## src/rtl/alu_pkg.sv

```systemverilog
// Shared definitions for the ALU operation sequencer: opcodes and FSM state encoding.
package alu_pkg;

    localparam int ALU_OPW = 2;

    localparam logic [ALU_OPW-1:0] OP_ADD = 2'b00;
    localparam logic [ALU_OPW-1:0] OP_SUB = 2'b01;
    localparam logic [ALU_OPW-1:0] OP_MUL = 2'b10;
    localparam logic [ALU_OPW-1:0] OP_XOR = 2'b11;

    localparam int STW = 3;
    localparam logic [STW-1:0] ST_IDLE  = 3'd0;
    localparam logic [STW-1:0] ST_EXEC1 = 3'd1;
    localparam logic [STW-1:0] ST_EXEC2 = 3'd2;
    localparam logic [STW-1:0] ST_MULW  = 3'd3;
    localparam logic [STW-1:0] ST_DONE  = 3'd4;

endpackage

```

## src/rtl/alu_op_sequencer.sv

```systemverilog
// Sequences one ADD/SUB/MUL/XOR at a time through external adder and multiplier units
// and holds the registered result until downstream accepts it.
module alu_op_sequencer
    import alu_pkg::*;
#(
    parameter int WIDTH    = 4,
    parameter int MUL_WAIT = 2
) (
    input  logic                 clk,
    input  logic                 rst_n,
    input  logic                 in_valid,
    output logic                 in_ready,
    input  logic [ALU_OPW-1:0]   in_op,
    input  logic [WIDTH-1:0]     in_a,
    input  logic [WIDTH-1:0]     in_b,
    output logic [WIDTH-1:0]     add_x,
    output logic [WIDTH-1:0]     add_y,
    input  logic [WIDTH-1:0]     add_sum,
    input  logic                 add_carry,
    output logic [WIDTH-1:0]     mul_a,
    output logic [WIDTH-1:0]     mul_b,
    input  logic [2*WIDTH-1:0]   mul_prod,
    output logic                 out_valid,
    input  logic                 out_ready,
    output logic [2*WIDTH-1:0]   out_result,
    output logic                 out_carry,
    output logic [ALU_OPW-1:0]   out_op
);

    logic [STW-1:0]     state_r;
    logic [STW-1:0]     state_s;
    logic [ALU_OPW-1:0] op_r;
    logic [WIDTH-1:0]   a_r;
    logic [WIDTH-1:0]   b_r;
    logic [WIDTH-1:0]   tmp_r;
    logic               c1_r;
    logic [3:0]         cnt_r;
    logic [2*WIDTH-1:0] res_r;
    logic               carry_r;
    logic               valid_r;
    logic [ALU_OPW-1:0] out_op_r;

    // State register
    always_ff @(posedge clk or negedge rst_n) begin
        if (!rst_n) begin
            state_r <= ST_IDLE;
        end else begin
            state_r <= state_s;
        end
    end

    // Next-state logic
    always_comb begin
        state_s = state_r;
        case (state_r)
            ST_IDLE:  if (in_valid) state_s = (in_op == OP_MUL) ? ST_MULW : ST_EXEC1;
                      else          state_s = ST_IDLE;
            ST_EXEC1: state_s = (op_r == OP_SUB) ? ST_EXEC2 : ST_DONE;
            ST_EXEC2: state_s = ST_DONE;
            ST_MULW:  state_s = (cnt_r == 4'd0) ? ST_DONE : ST_MULW;
            ST_DONE:  state_s = out_ready ? ST_IDLE : ST_DONE;
            default:  state_s = ST_IDLE;
        endcase
    end

    // Unit input drive: operands reach a unit only while that unit is in use
    always_comb begin
        add_x    = {WIDTH{1'b0}};
        add_y    = {WIDTH{1'b0}};
        mul_a    = {WIDTH{1'b0}};
        mul_b    = {WIDTH{1'b0}};
        in_ready = (state_r == ST_IDLE);
        case (state_r)
            ST_EXEC1: begin
                add_x = a_r;
                add_y = (op_r == OP_SUB) ? ~b_r : b_r;
            end
            ST_EXEC2: begin
                add_x = tmp_r;
                add_y = {{(WIDTH-1){1'b0}}, 1'b1};
            end
            ST_MULW: begin
                mul_a = a_r;
                mul_b = b_r;
            end
            default: begin
                add_x = {WIDTH{1'b0}};
                mul_a = {WIDTH{1'b0}};
            end
        endcase
    end

    // Operand latch, wait counter and result capture
    always_ff @(posedge clk or negedge rst_n) begin
        if (!rst_n) begin
            op_r     <= OP_ADD;
            a_r      <= {WIDTH{1'b0}};
            b_r      <= {WIDTH{1'b0}};
            tmp_r    <= {WIDTH{1'b0}};
            c1_r     <= 1'b0;
            cnt_r    <= 4'd0;
            res_r    <= {(2*WIDTH){1'b0}};
            carry_r  <= 1'b0;
            valid_r  <= 1'b0;
            out_op_r <= OP_ADD;
        end else begin
            valid_r <= (state_s == ST_DONE);
            case (state_r)
                ST_IDLE: begin
                    if (in_valid) begin
                        op_r  <= in_op;
                        a_r   <= in_a;
                        b_r   <= in_b;
                        cnt_r <= 4'(MUL_WAIT - 1);
                    end
                end
                ST_EXEC1: begin
                    out_op_r <= op_r;
                    case (op_r)
                        OP_ADD: begin
                            res_r   <= {{WIDTH{1'b0}}, add_sum};
                            carry_r <= add_carry;
                        end
                        OP_SUB: begin
                            tmp_r <= add_sum;
                            c1_r  <= add_carry;
                        end
                        OP_XOR: begin
                            res_r   <= {{WIDTH{1'b0}}, a_r ^ b_r};
                            carry_r <= 1'b0;
                        end
                        default: begin
                            res_r   <= {(2*WIDTH){1'b0}};
                            carry_r <= 1'b0;
                        end
                    endcase
                end
                // Second SUB pass adds the +1 of two's complement; either pass may carry
                ST_EXEC2: begin
                    res_r   <= {{WIDTH{1'b0}}, add_sum};
                    carry_r <= c1_r | add_carry;
                end
                ST_MULW: begin
                    if (cnt_r == 4'd0) begin
                        res_r    <= mul_prod;
                        carry_r  <= 1'b0;
                        out_op_r <= op_r;
                    end else begin
                        cnt_r <= cnt_r - 4'd1;
                    end
                end
                ST_DONE: begin
                    if (out_ready) begin
                        res_r    <= {(2*WIDTH){1'b0}};
                        carry_r  <= 1'b0;
                        out_op_r <= OP_ADD;
                    end
                end
                default: begin
                    cnt_r <= 4'd0;
                end
            endcase
        end
    end

    assign out_valid  = valid_r;
    assign out_result = res_r;
    assign out_carry  = carry_r;
    assign out_op     = out_op_r;

endmodule
```

## config.mk

```make
export PLATFORM = sky130hd
export DESIGN_NAME = alu_op_sequencer
export DESIGN_NICKNAME = d
export VERILOG_FILES = /design/src/rtl/alu_pkg.sv /design/src/rtl/alu_op_sequencer.sv
export SDC_FILE = /design/constraint.sdc
export NUM_CORES = 1
export LEC_CHECK = 0
export BUFFER_PORTS_ARGS = -buffer_cell sky130_fd_sc_hd__buf_2
export CAP_MARGIN = 10
export CORE_MARGIN = 1
export CORE_UTILIZATION = 40
export DETAILED_ROUTE_END_ITERATION = 8
export GPL_TIMING_DRIVEN = 0
export SETUP_SLACK_MARGIN = 0.02
export SYNTH_ARGS = -nofsm -noshare
export SYNTH_HDL_FRONTEND = slang
export SYNTH_SLANG_ARGS = --single-unit
```

## constraint.sdc

```tcl
create_clock -name clk -period 2.1 [get_ports clk]
set_input_delay 0.21 -clock clk [delete_from_list [all_inputs] [get_ports clk]]
set_output_delay 0.21 -clock clk [all_outputs]
set_load 0.01 [all_outputs]
```

==> run metrics <==
area grow syn2layout=24.2%; H-tree levels=2; P_sw=0.00134 W; top-count cell post-synth=dfrtp_1; minimum clock period after layout=1940 ps; Via density=5.22; I/O pin count=56; combinational fraction of design power=49.4%; Crit-path slowest cell=or3b_4; crit share post-route=92.2%; Worst Setup Start Kind=flop; Post-Syn Area=1920 um^2; register bit total from synthesis=34; Pint=0.00208 W; All-Layer GR Usage=19.3%; CTS clk-pin slew, worst paths=70 ps; clock network latency to the later pin of the worst-skew pair=290 ps; cells on worst reg2reg path=6; unrepaired setup endpoints after global routing=false; Power Density=1430 nW/um^2; Core Area=4470 um^2; CP Cell Sequence=inv_1, ha_1, or3b_4, and2_4, a21oi_4, mux2_2; actual slew at the worst max-slew pin=799 ps; Max Fclk=0.516 GHz; Slew HR=46.7%; max-slew violation count=0; Max-Cap Viols=0; clk root buf=clkbuf_8; CP max FO=6; clk buf depth=2; 1st-pass router iterations=6; max incr delay on CP=400 ps; Reg-to-Reg End=out_result[2]; WL per Instance=15.2 um; Flop pwr share=33.2%; leading post-synthesis cells by cell area=dfrtp_1 (44%), mux2_2 (11%), mux2i_1 (4.2%); port buffer count=55; outcome=finished, violations left; full die area=5080 um^2; synth unique cells=38; routed wire length=4500 um; leak pwr=1.18 nW; worst setup path class=reg -> reg; Total Power=0.00341 W; VDD IR-drop max=0.566 mV; largest net degree at the start of global routing=35; initial drt markers=82; clock network power share=17.4%; number of flops mapped to enable cells by yosys=0; Hold Path Class=in -> async; CTS tree=yes; number of global-route vias before repair=1,592; gpl congestion=0.785; syn nets=212; Initial Utilization=42.9%; die width=71.3 um; switching share of total power=39.2%; first-pass GRT wire length=7470 um; Die H=71.3 um; grt ovf=0; mean post-synth cell area=10.7 um^2; DRC=4; Setup violations, final=0; launching point of the worst reg2reg path=cnt_r[0]; diode count=0; hold_buf cts=0; Hold Slack=6.90 ps; row count=24; ANT nets after route=0; layout cells sized above 1=39.8%; Seq/Total Area, Yosys=44.3%; ys async rst share=100%; NumNets Final=275; Reg2Reg Setup Slack=160 ps; Final Non-Filler Cells=296; CP endpoint kind=flop; top_reg_cell synth=dfrtp_1; failing checks=design-rule violations; Final Skew=5.17 ps; Cell Area, Placed=2260 um^2; Setup TNS=0 ps; Post-Synthesis Cells=180; TritonCTS Buffers=5; DP Cell Count=287; count of final hold-check violations=0; clock sinks=34; DR vias=1,544; largest area contributor in the netlist=dfrtp_1; final instance area=2380 um^2; DP HPWL=3340 um; Synthesis Warnings=0; crit path DAT=2110 ps; most frequent cells after synthesis=dfrtp_1 (34), mux2_2 (18), nor2_1 (12); Data required, critical path=2270 ps; initial antenna violation count=0; post-synth top area share=44.3%
critical path: cells and delay by family (launching register included):
kind                       cells  cell delay, ps
and+or+nand+nor                2             600
DFF                            1             380
muxes                          1             360
AOI/OAI and AO/OA              1             210
adders and majority gates      1             160
buffers and inverters          1             120
power groups by stage:
| stage | sequential (W) | clock, W | combinational, W |
|---|---|---|---|
| 2_1_floorplan | 0.00111 | 0 | 0.00122 |
| 3_3_place_gp | 0.00114 | 0 | 0.00164 |
| 3_5_place_dp | 0.00115 | 0 | 0.00166 |
| 4_1_cts | 0.00114 | 0.000613 | 0.00167 |
| 5_1_grt | 0.00117 | 0.000634 | 0.00187 |
| 6_report | 0.00113 | 0.000595 | 0.00169 |
timing repair:
| item | CTS | global route |
|---|---|---|
| buffers inserted | 0 | 1 |
| endpoints found under the hold margin | 0 | 0 |
| gates resized for setup | 1 | 5 |
| setup endpoints to repair | 4 | 14 |
| cloned | 0 | 0 |
| pin swaps | 0 | 0 |
cells by family (layout without fill, tap and decap cells):
| family | after synthesis | after routing | synth area share, % |
|---|---|---|---|
| buffers and inverters | 18 | 82 | 3.85 |
| AOI/OAI and AO/OA | 33 | 33 | 13.2 |
| muxes | 26 | 26 | 14.7 |
| and+or+nand+nor | 56 | 56 | 16.9 |
| adders and majority gates | 5 | 5 | 3.26 |
| DFF | 34 | 34 | 44.3 |
| xor gates and xnor gates | 8 | 8 | 3.65 |
metal layers:
metal  vias up  global-route usage (%)  wire length [um]
li1        758                       -                 -
met1       732                    24.3              2090
met2        43                    32.4              2130
met3        11                    4.78               201
met4         0                    7.11                81
met5         -                       0                 0
layout by cell type, fill, tap and decap left out, types with 5 or more instances in the layout:
master     n
and2_1    10
buf_2     60
clkbuf_8   5
dfrtp_1   34
ha_1       5
inv_1     10
mux2_2    18
mux2i_1    8
nand2_1   10
nand2b_1   5
nor2_1    12
o21ai_0    6
xor2_1     5
area by class of cell:
class                      instances  area [um^2]
buffer                             8         38.8
clock buffer                       5         68.8
clock inverter                     3         40.0
fill                             439         2090
inverter                          10         37.5
multi-input combinational        128         1000
sequential                        34          851
tap                               52         65.1
timing repair buffer              56          283
state kept, by name, summed over array words and instances (netlist names):
register    cells
a_r             4
state_r         3
out_result      8
cnt_r           4
out_carry       1
out_op          2
c1_r            1
tmp_r           4
op_r            2
b_r             4
out_valid       1
worst max path at each step:
stage	startpoint	end	slack, ps
after detailed placement	cnt_r[0]	out_result[1]	40
after global routing	state_r[0]	add_x[1]	20
final	cnt_r[0]	out_result[2]	160
after CTS	cnt_r[0]	out_result[1]	30
after floorplan	cnt_r[0]	out_carry	210
after global placement	cnt_r[0]	out_result[2]	60
metrics by stage:
step / setup WS, ps / util (%)
2_1_floorplan: 209 / -
3_3_place_gp: 61.9 / 50.5
3_5_place_dp: 44.1 / 50.5
4_1_cts: 31.1 / 53.0
5_1_grt: 25.0 / 53.3
6_report: 163 / 53.3
No activity file was read; power rests on OpenSTA's default activity.
